`config.mk`:
```
export PLATFORM = sky130hd
export DESIGN_NAME = crash_detector
export DESIGN_NICKNAME = d
export VERILOG_FILES = /design/src/rtl/crash_pkg.sv /design/src/rtl/crash_watchdog.sv /design/src/rtl/crash_detector.sv
export SDC_FILE = /design/constraint.sdc
export NUM_CORES = 1
export LEC_CHECK = 0
export ABC_CLOCK_PERIOD_IN_PS = 5800
export BUFFER_PORTS_ARGS = -buffer_cell sky130_fd_sc_hd__buf_2
export CAP_MARGIN = 10
export CORE_MARGIN = 1
export CORE_UTILIZATION = 60
export CTS_CLUSTER_DIAMETER = 80
export DETAILED_ROUTE_END_ITERATION = 8
export GPL_TIMING_DRIVEN = 0
export PLACE_DENSITY_LB_ADDON = 0.05
export SLEW_MARGIN = 25
export SYNTH_ARGS = -nofsm -noshare
export SYNTH_HDL_FRONTEND = slang
export SYNTH_SLANG_ARGS = --single-unit
```
`constraint.sdc`:
```
create_clock -name clk -period 5.8 [get_ports clk]
set_input_delay 1.16 -clock clk [delete_from_list [all_inputs] [get_ports clk]]
set_output_delay 1.16 -clock clk [all_outputs]
set_load 0.1 [all_outputs]
```
`src/rtl/crash_pkg.sv`:
```
// Shared types, widths and helpers for the crash detector.
// The axis width lives here because MAG_W and abs_u are derived from it.
package crash_pkg;

    localparam int DATA_W = 12;
    localparam int MAG_W  = DATA_W + 2;

    typedef enum logic [1:0] {
        SAFE  = 2'd0,
        COUNT = 2'd1,
        CRASH = 2'd2
    } state_t;

    // abs of the most negative value is 2^(DATA_W-1), still representable unsigned
    function automatic logic [DATA_W-1:0] abs_u(input logic signed [DATA_W-1:0] v);
        return v[DATA_W-1] ? DATA_W'(-v) : DATA_W'(v);
    endfunction

endpackage

```
`src/rtl/crash_watchdog.sv`:
```
// Saturating idle counter: fault is high while no sample has been accepted
// for TIMEOUT_CYC cycles; an accept restarts the count.
module crash_watchdog #(
    parameter int TIMEOUT_CYC = 1000000
) (
    input  logic clk,
    input  logic reset,
    input  logic accept,
    output logic fault
);

    localparam int CW = $clog2(TIMEOUT_CYC + 1);
    localparam logic [CW-1:0] LIMIT = CW'(TIMEOUT_CYC);

    logic [CW-1:0] idle;

    always_ff @(posedge clk or posedge reset) begin
        if (reset)
            idle <= '0;
        else if (accept)
            idle <= '0;
        else if (idle != LIMIT)
            idle <= idle + 1'b1;
    end

    assign fault = (idle == LIMIT);

endmodule

```
`src/rtl/crash_detector.sv`:
```
// Accelerometer crash qualifier: L1 magnitude per sample, HOLD consecutive
// over-threshold samples latch crash_o. Optional peak tracking: CRASH_PEAK_EN.
module crash_detector
    import crash_pkg::*;
#(
    parameter int THRESH      = 1536,
    parameter int HOLD        = 4,
    parameter int TIMEOUT_CYC = 1000000
) (
    input  logic              clk,
    input  logic              reset,
    input  logic              s_valid,
    output logic              s_ready,
    input  logic [DATA_W-1:0] s_x,
    input  logic [DATA_W-1:0] s_y,
    input  logic [DATA_W-1:0] s_z,
    input  logic              clear_i,
    output logic              crash_o,
    output logic              sensor_fault_o,
    output logic [MAG_W-1:0]  mag_o
`ifdef CRASH_PEAK_EN
    ,
    output logic [MAG_W-1:0]  peak_o
`endif
);

    state_t            state, state_next;
    logic [3:0]        count, count_next;
    logic              accept, mag_v, q;
    logic [DATA_W-1:0] ax, ay, az;
    logic [MAG_W-1:0]  mag_sum;

    assign accept = s_valid && s_ready;

    always_comb begin
        ax      = abs_u(s_x);
        ay      = abs_u(s_y);
        az      = abs_u(s_z);
        mag_sum = MAG_W'(ax) + MAG_W'(ay) + MAG_W'(az);
    end

    always_ff @(posedge clk or posedge reset) begin
        if (reset) begin
            s_ready <= 1'b0;
            mag_v   <= 1'b0;
            mag_o   <= '0;
        end else begin
            s_ready <= 1'b1;
            mag_v   <= accept;
            if (accept)
                mag_o <= mag_sum;
        end
    end

    assign q = (mag_o > MAG_W'(THRESH));

    always_ff @(posedge clk or posedge reset) begin
        if (reset) begin
            state <= SAFE;
            count <= '0;
        end else begin
            state <= state_next;
            count <= count_next;
        end
    end

    always_comb begin
        state_next = state;
        count_next = count;
        case (state)
            SAFE: begin
                if (mag_v && q) begin
                    if (HOLD == 1) begin
                        state_next = CRASH;
                        count_next = '0;
                    end else begin
                        state_next = COUNT;
                        count_next = 4'd1;
                    end
                end
            end
            COUNT: begin
                if (mag_v) begin
                    if (!q) begin
                        state_next = SAFE;
                        count_next = '0;
                    end else if (count + 4'd1 == 4'(HOLD)) begin
                        state_next = CRASH;
                        count_next = '0;
                    end else begin
                        count_next = count + 4'd1;
                    end
                end
            end
            CRASH: begin
                // clear outranks any sample arriving in the same cycle
                count_next = '0;
                if (clear_i)
                    state_next = SAFE;
            end
            default: begin
                state_next = SAFE;
                count_next = '0;
            end
        endcase
    end

    always_comb begin
        crash_o = (state == CRASH);
    end

`ifdef CRASH_PEAK_EN
    always_ff @(posedge clk or posedge reset) begin
        if (reset)
            peak_o <= '0;
        else if (state == CRASH && clear_i)
            peak_o <= '0;
        else if (mag_v && q && state == SAFE)
            peak_o <= mag_o;
        else if (mag_v && q && state == COUNT && mag_o > peak_o)
            peak_o <= mag_o;
    end
`endif

    crash_watchdog #(
        .TIMEOUT_CYC (TIMEOUT_CYC)
    ) u_watchdog (
        .clk    (clk),
        .reset  (reset),
        .accept (accept),
        .fault  (sensor_fault_o)
    );

endmodule

```
## After elaboration in Yosys (flattened, before gate mapping)

Cells that the tools add are included.

- Register bits: 42
- Output and inout bits: 17

- $add $sub $neg: 7
- Order comparisons: 1
- Eq/ne operators: 9
- Muxes and demuxes: 16
- Reductions and logical operators: 6

Operator list:

| operator | number |
|---|---|
| 20-bit 2-to-1 mux | 2 |
| 12-bit 2-to-1 mux | 3 |
| 12-bit negation | 3 |
| 20-bit by 1-bit adder with 20-bit output (second input constant) | 1 |
| 20-bit equality test (second input constant) | 1 |
| 20-bit inequality test (second input constant) | 1 |
| 4-bit 2-to-1 mux | 4 |
| 13-bit by 12-bit adder with 14-bit output | 1 |
| 14-bit by 11-bit greater-than comparator with 1-bit output (second input constant) | 1 |
| 12-bit by 12-bit adder with 13-bit output | 1 |
| 2-bit 2-to-1 mux | 5 |
| 4-bit one-hot mux with 2 select lines | 1 |
| 2-bit inequality test (second input constant) | 3 |
| 2-bit one-hot mux with 3 select lines | 1 |
| 4-bit by 1-bit adder with 4-bit output (second input constant) | 1 |
| 4-bit by 3-bit equality test with 1-bit output (second input constant) | 1 |
| 4-bit AND reduction | 1 |
| 3-bit inequality test (second input constant) | 1 |
| 2-bit by 1-bit equality test with 1-bit output (second input constant) | 1 |
| 2-bit equality test (second input constant) | 1 |
| 1-bit logical AND | 2 |
| 2-bit zero test | 1 |
| 2-bit AND reduction | 1 |
| 2-bit nonzero test | 1 |

## Logic depth before layout (Yosys ltp)

Gate-level depths: netlist of run 1.

- Depth after elaboration: 6
- Depth in mapped cells: 14

## Cells and area by module

Synthesis of run 1 repeated with hierarchy kept, for this count alone.

- Cells, all modules: 399
- Area total of the unflattened synthesis: 3520.9 um^2

By module, submodules not included:

| module | instances | cells an instance | area each (um^2) | seq. area each (um^2) |
|---|---|---|---|---|
| crash_detector | 1 | 284 | 2422.3 | 550.5 |
| crash_watchdog | 1 | 115 | 1098.6 | 500.5 |

## Worst setup path after synthesis of run 1

OpenSTA, ideal clock, no wires.

- Path kind: reg-to-output
- Start: register u_watchdog.idle[0]
- End: output port sensor_fault_o
- Arrival time: 4048 ps
- Path slack: 592 ps
- Cell stages (with the launch flop): 5
- Path buffers: 0
- Cell sequence: dfrtp_1 -> inv_1 -> ha_1 -> or4bb_1 -> nor4_1

- Longest elaborated chain between the ends: 1

RTL lines:

| what | RTL line | source |
|---|---|---|
| from (decl) | crash_watchdog.sv:15 | `logic [CW-1:0] idle;` |
| from (signal assigned) | crash_watchdog.sv:23 | `idle <= idle + 1'b1;` |
| 20-bit equality test | crash_watchdog.sv:26 | `assign fault = (idle == LIMIT);` |
| to (decl) | crash_detector.sv:19 | `output logic sensor_fault_o,` |

Every way passes these cells.

## Worst setup path in the final report of run 1

- Start: input port s_y[0]
- End: register mag_o[12]

- Longest elaborated chain between the ends: 4

RTL lines:

| what | RTL line | source |
|---|---|---|
| from (decl) | crash_detector.sv:15 | `input logic [DATA_W-1:0] s_y,` |
| 12-bit negation | crash_pkg.sv:16 | `return v[DATA_W-1] ? DATA_W'(-v) : DATA_W'(v);` |
| 12-bit 2-to-1 mux * | crash_pkg.sv:16 |  |
| 12-bit by 12-bit adder with 13-bit output * | crash_detector.sv:39 | `mag_sum = MAG_W'(ax) + MAG_W'(ay) + MAG_W'(az);` |
| 13-bit by 12-bit adder with 14-bit output * | crash_detector.sv:39 |  |
| to (signal assigned) | crash_detector.sv:51 | `mag_o <= mag_sum;` |
| to (decl) | crash_detector.sv:20 | `output logic [MAG_W-1:0] mag_o` |

Mark *: on every way between the ends. The rest lies on a longest branch, timed or not.
A chain may end at the register's enable or synchronous reset.

==> impl_metrics.env, run 1 <==
export IMPL_irDropWorstVdd_uv=246
export IMPL_fin_area_um2=3920
export IMPL_hp_class="reg -> reg"
export IMPL_hold_start="mag_o[0]"
export IMPL_p_clk_share_pct=15.7
export IMPL_hold_path_end="mag_o[0]"
export IMPL_drtAntennaViolNets=0
export IMPL_r2r_slack_ps=3730
export IMPL_io_pins=57
export IMPL_place_congestion=0.840
export IMPL_worstPathRequired_ps=5980
export IMPL_critPathLaunchType="primary input"
export IMPL_die_area_um2=6010
export IMPL_worstReg2RegStart="u_watchdog.idle[0]"
export IMPL_wire_per_inst_um=12.5
export IMPL_cts_tree="built"
export IMPL_core_area_um2=5510
export IMPL_pwr_density_cell_nw_per_um2=361
export IMPL_dp_slack_ps=968
export IMPL_fin_crit_sh_pct=78.0
export IMPL_drt_iter0_markers=102
export IMPL_cp_arrival_ps=4700
export IMPL_use_met3_pct=2.71
export IMPL_synth_top_area_share_pct=30.7
export IMPL_setup_viol=0
export IMPL_cts_htree_levels=2
export IMPL_tightest_slew_ps=637
export IMPL_synth_avg_cell_area_um2=8.63
export IMPL_seq_power_share_pct=29.0
export IMPL_start_util_pct=62.2
export IMPL_cts_buffers=5
export IMPL_grt_overflow=0
export IMPL_grt_busiest_layer="met2"
export IMPL_cp_max_fo=5
export IMPL_total_power_mw=1.42
export IMPL_grt_antenna_before_repair=0
export IMPL_synth_async_reset_ratio_pct=100
export IMPL_grtUsageMet1_pct=27.6
export IMPL_fmax_mhz=221
export IMPL_cts_hold_buffers_added=0
export IMPL_netlist_area_um2=3420
export IMPL_root_buffer="clkbuf_8"
export IMPL_cts_sinks=42
export IMPL_grt_pass1_vias=2772
export IMPL_use_met2_pct=47.2
export IMPL_die_x_um=77.6
export IMPL_endpoint_kind="flop"
export IMPL_synthTopCellsByCount="nand2_1, dfrtp_1, inv_1"
export IMPL_p_sw_mw=0.716
export IMPL_ys_ff_latch=42
export IMPL_worstSkewPairLatency_ps=290
export IMPL_rsz0062_at_grt="no"
export IMPL_finalNonFillerCells=534
export IMPL_hpwlAfterDp_um=5460
export IMPL_synth_edf_count=0
export IMPL_track_usage_pct=24.1
export IMPL_num_rows=27
export IMPL_synthCells=397
export IMPL_drt_first_pass_iters=4
export IMPL_power_frac_comb_pct=55.3
export IMPL_n_antenna_cell=0
export IMPL_r2r_end="u_watchdog.idle[1]"
export IMPL_drv_cap=0
export IMPL_seq_area_um2=1050
export IMPL_p_int_mw=0.701
export IMPL_fin_setup_tns_ps=0
export IMPL_area_growth_pct=14.6
export IMPL_ys_types=55
export IMPL_ys_warn_count=0
export IMPL_whs_path_depth=2
export IMPL_cts_resized=0
export IMPL_status="completed"
export IMPL_portBuffers=56
export IMPL_routed_wl_um=6670
export IMPL_synth_area_leaders="dfrtp_1, xor2_1, fa_1"
export IMPL_yosysSeqAreaShare_pct=30.7
export IMPL_die_height_um=77.6
export IMPL_post_drt_via_cell_ratio=5.43
export IMPL_nFillCells=418
export IMPL_route_detailed_drc=0
export IMPL_multi_input_comb_area_um2=2190
export IMPL_drive_gt1_share_pct=16.5
export IMPL_grt_pass1_wl_um=11700
export IMPL_fin_crit_ps=4530
export IMPL_drv_slew=0
export IMPL_path_clk_slew_ps=80
export IMPL_grt_max_degree=26
export IMPL_setup_ws_ps=1270
export IMPL_hold_viol=0
export IMPL_placed_area_um2=3810
export IMPL_slew_headroom_pct=57.1
export IMPL_synth_nets=467
export IMPL_synth_top_area_cell="dfrtp_1"
export IMPL_fin_skew_ps=10.0
export IMPL_crit_type="in -> reg"
export IMPL_vias=2902
export IMPL_cts_max_path_buffers=2
export IMPL_switching_share_pct=50.5
export IMPL_p_leak_nw=1.88
export IMPL_postCtsSetupRepairBufs=0
export IMPL_yosysMostFrequentCell="nand2_1"
export IMPL_r2r_cells=6
export IMPL_dp_cells=526
export IMPL_yosys_most_used_dff="dfrtp_1"
export IMPL_fin_nets=531
-- final cells by class --
| class | instances | area share (%) |
|---|---|---|
| sequential | 42 | 26.8 |
| timing repair buffer | 57 | 7.65 |
| clock buffer | 5 | 1.75 |
| inverter | 38 | 3.64 |
| buffer | 11 | 1.05 |
| clock inverter | 3 | 1.02 |
| multi-input combinational | 306 | 55.8 |
| tap | 72 | 2.30 |
-- power groups by stage --
stage,Combinational (mW),Sequential [mW],Clock [mW]
floorplan,0.356,0.690,0
global placement,0.769,0.414,0
detailed placement,0.784,0.416,0
CTS,0.787,0.410,0.228
global route,0.857,0.423,0.239
finish,0.784,0.410,0.223
-- logic make-up after synthesis --
group                    after synthesis  synth area share [%]
multiplexers                           5                  1.50
AND/OR/NAND/NOR                      158                  24.4
other                                  1                 0.110
XOR/XNOR                              50                  12.8
adder cells (fa/ha/maj)               30                  13.8
AO/OA/AOI/OAI                         62                  11.3
flip-flops                            42                  30.7
buffers and inverters                 49                  5.37
-- sequential cells by signal (all words and copies together), names as in the netlist --
signal           count
mag_o               14
u_watchdog.idle     20
s_ready              1
count                4
state                2
mag_v                1
-- metrics by stage --
step           hold WS [ps]  utilization (%)
3_5_place_dp            492             69.3
5_1_grt                 566             71.3
6_report                507             71.3
4_1_cts                 511             71.3
2_1_floorplan           485                -
3_3_place_gp            481             68.9
-- worst max-delay path by stage --
stage	startpoint	end	slack (ps)	cells past startpoint
floorplan	u_watchdog.idle[0]	sensor_fault_o	590	4
global placement	s_y[0]	mag_o[12]	1020	15
detailed placement	s_y[0]	mag_o[12]	970	15
CTS	s_y[0]	mag_o[12]	1290	15
global route	s_y[2]	mag_o[12]	1090	14
finish	s_y[0]	mag_o[12]	1270	15
-- cell usage in the layout (no fill, tap or decap), types with 14 or more instances in the layout --
master and instances:
a21oi_1 15, buf_2 56, dfrtp_1 42, ha_1 17, inv_1 36, nand2_1 44, nand3_1 14, nor2_1 29
o21ai_0 24, xnor2_1 16, xor2_1 34
-- routing by layer --
| layer | vias up | share of wire (%) |
|---|---|---|
| met1 | 1352 | 45 |
| met3 | 7 | 2.1 |
| met4 | 0 | 1.0 |
| met2 | 48 | 52 |
| li1 | 1495 | - |
| met5 | - | 0 |
-- critical path, cell delays in order --
cell and delay [ps]:
buf_2 100, inv_1 90, ha_1 170, nand2b_1 100
or4b_2 700, o21ai_0 220, xor2_1 110, fa_1 510
inv_1 40, ha_1 350, and3_1 200, and2_1 190
and4_1 210, a211o_1 260, a211o_1 290
Note: power is estimated with default switching activity, not from simulation.
==> run 2, diff against run 1 <==
ABC_CLOCK_PERIOD_IN_PS = 4000   (was 5800)
CORE_UTILIZATION = 52   (was 60)
clock period = 4 ns   (was 5.8 ns; I/O delays follow)
==> run 2 against run 1 <==
Compared with the run above: clock power is 25% higher; sequential share of layout area is 0.40 points lower; setup slack worse by 1200 ps.
==> impl_metrics.env, run 2 (synthesized netlist as in run 1, its figures left out) <==
export IMPL_r2r_cells=6
export IMPL_cts_sinks=42
export IMPL_final_common_cell="buf_2"
export IMPL_critPathLaunchType="primary input"
export IMPL_largest_reg_flops=20
export IMPL_drv_cap=0
export IMPL_start_util_pct=53.9
export IMPL_nFillCells=572
export IMPL_setup_ws_ps=108
export IMPL_hold_viol=0
export IMPL_p_leak_nw=1.89
export IMPL_path_clk_slew_ps=80
export IMPL_hpwlAfterDp_um=5660
export IMPL_hp_class="in -> async"
export IMPL_crit_type="in -> reg"
export IMPL_die_height_um=83.2
export IMPL_power_frac_comb_pct=57.1
export IMPL_fin_skew_ps=3.65
export IMPL_grt_antenna_before_repair=0
export IMPL_grt_overflow=0
export IMPL_n_antenna_cell=0
export IMPL_drt_first_pass_iters=4
export IMPL_p_clk_share_pct=13.6
export IMPL_place_congestion=0.826
export IMPL_fmax_mhz=257
export IMPL_seq_power_share_pct=29.3
export IMPL_p_int_mw=0.997
export IMPL_fin_setup_tns_ps=0
export IMPL_cts_tree="built"
export IMPL_die_x_um=83.2
export IMPL_fin_crit_ps=3890
export IMPL_grt_max_degree=27
export IMPL_final_cell_mix="buf_2, nand2_1, dfrtp_1, inv_1, xor2_1"
export IMPL_cp_max_fo=5
export IMPL_portBuffers=56
export IMPL_grt_pass1_wl_um=11800
export IMPL_slew_headroom_pct=57.2
export IMPL_fin_nets=532
export IMPL_status="completed"
export IMPL_io_pins=57
export IMPL_cp_arrival_ps=4130
export IMPL_setup_viol=0
export IMPL_dp_slack_ps=-413
export IMPL_fin_crit_sh_pct=97.3
export IMPL_route_detailed_drc=0
export IMPL_cts_max_path_buffers=2
export IMPL_total_power_mw=2.04
export IMPL_routed_wl_um=6860
export IMPL_rsz0062_at_grt="no"
export IMPL_p_sw_mw=1.05
export IMPL_drtAntennaViolNets=0
export IMPL_post_drt_via_cell_ratio=5.30
export IMPL_endpoint_kind="flop"
export IMPL_drive_gt1_share_pct=17.9
export IMPL_cts_htree_levels=2
export IMPL_area_growth_pct=16.3
export IMPL_irDropWorstVdd_uv=420
export IMPL_worstPathRequired_ps=4230
export IMPL_pwr_density_cell_nw_per_um2=513
export IMPL_tightest_slew_ps=636
export IMPL_worstSkewPairLatency_ps=290
export IMPL_num_rows=29
export IMPL_die_area_um2=6910
export IMPL_switching_share_pct=51.2
export IMPL_regMostFlops="u_watchdog.idle"
export IMPL_root_buffer="clkbuf_8"
export IMPL_largest_registers="u_watchdog.idle x20, mag_o x14, count x4"
export IMPL_drv_slew=0
export IMPL_cts_buffers=5
export IMPL_wire_per_inst_um=12.7
export IMPL_drt_iter0_markers=68
export IMPL_core_area_um2=6350
export IMPL_track_usage_pct=21.0
export IMPL_grt_pass1_vias=2751
export IMPL_vias=2864
## run 2: worst paths after layout
check	to	slack, ps	startpoint
max	mag_o[12]	110	s_z[1]
min	count[2]	470	reset
max reg2reg	u_watchdog.idle[16]	1920	u_watchdog.idle[1]
min reg2reg	mag_o[1]	510	mag_o[1]
max in group asynchronous	mag_o[8]	3080	reset
min in group clk	mag_o[1]	510	mag_o[1]
## run 2: power groups by stage
stage / clock, mW / combinational (mW) / sequential, mW
final: 0.278 / 1.17 / 0.598
after global routing: 0.307 / 1.27 / 0.614
after global placement: 0 / 1.14 / 0.602
after floorplan: 0 / 0.534 / 1.00
after CTS: 0.288 / 1.17 / 0.599
after detailed placement: 0 / 1.16 / 0.608
## run 2: layer usage
metal / GRT usage, % / share of wire, % / vias up
li1: - / - / 1481
met1: 24.9 / 45 / 1314
met2: 38.2 / 51 / 59
met3: 3.08 / 2.9 / 10
met4: 7.84 / 1.7 / 0
met5: 0 / 0 / -
## run 2: worst max-delay path: stages
cell and delay, ps:
buf_2 110, or2_1 220, or4_4 420, or2_4 260, o41ai_4 220, xor2_1 220, fa_1 460, inv_2 80
ha_4 200, and3_4 180, and2_4 160, and4_1 190, a2111oi_0 430, a211o_1 160
## run 2: metrics by stage
stage	instances	hold slack, ps	util, %	instance area (um^2)
4_1_cts	540	480	62.7	3980
6_report	540	473	62.7	3980
3_3_place_gp	530	487	60.4	3840
3_5_place_dp	531	484	60.7	3860
5_1_grt	540	487	62.7	3980
2_1_floorplan	397	485	-	3460
## run 2: layout make-up
class	count	area, um^2	area share, %
plain buffers	11	41.3	1.04
clock buffers	7	86.3	2.17
clock inverters	1	5.00	0.126
inverters	38	143	3.58
multi-input cells	306	2250	56.4
flip-flops and latches	42	1050	26.4
well taps	77	96.3	2.42
repair buffers	58	314	7.88
## run 2: repair_timing
action,in CTS,in global routing
pin swaps,8,5
hold buffers,0,0
setup buffers,1,0
endpoints found under the setup margin,1,2
gates resized for setup,5,2
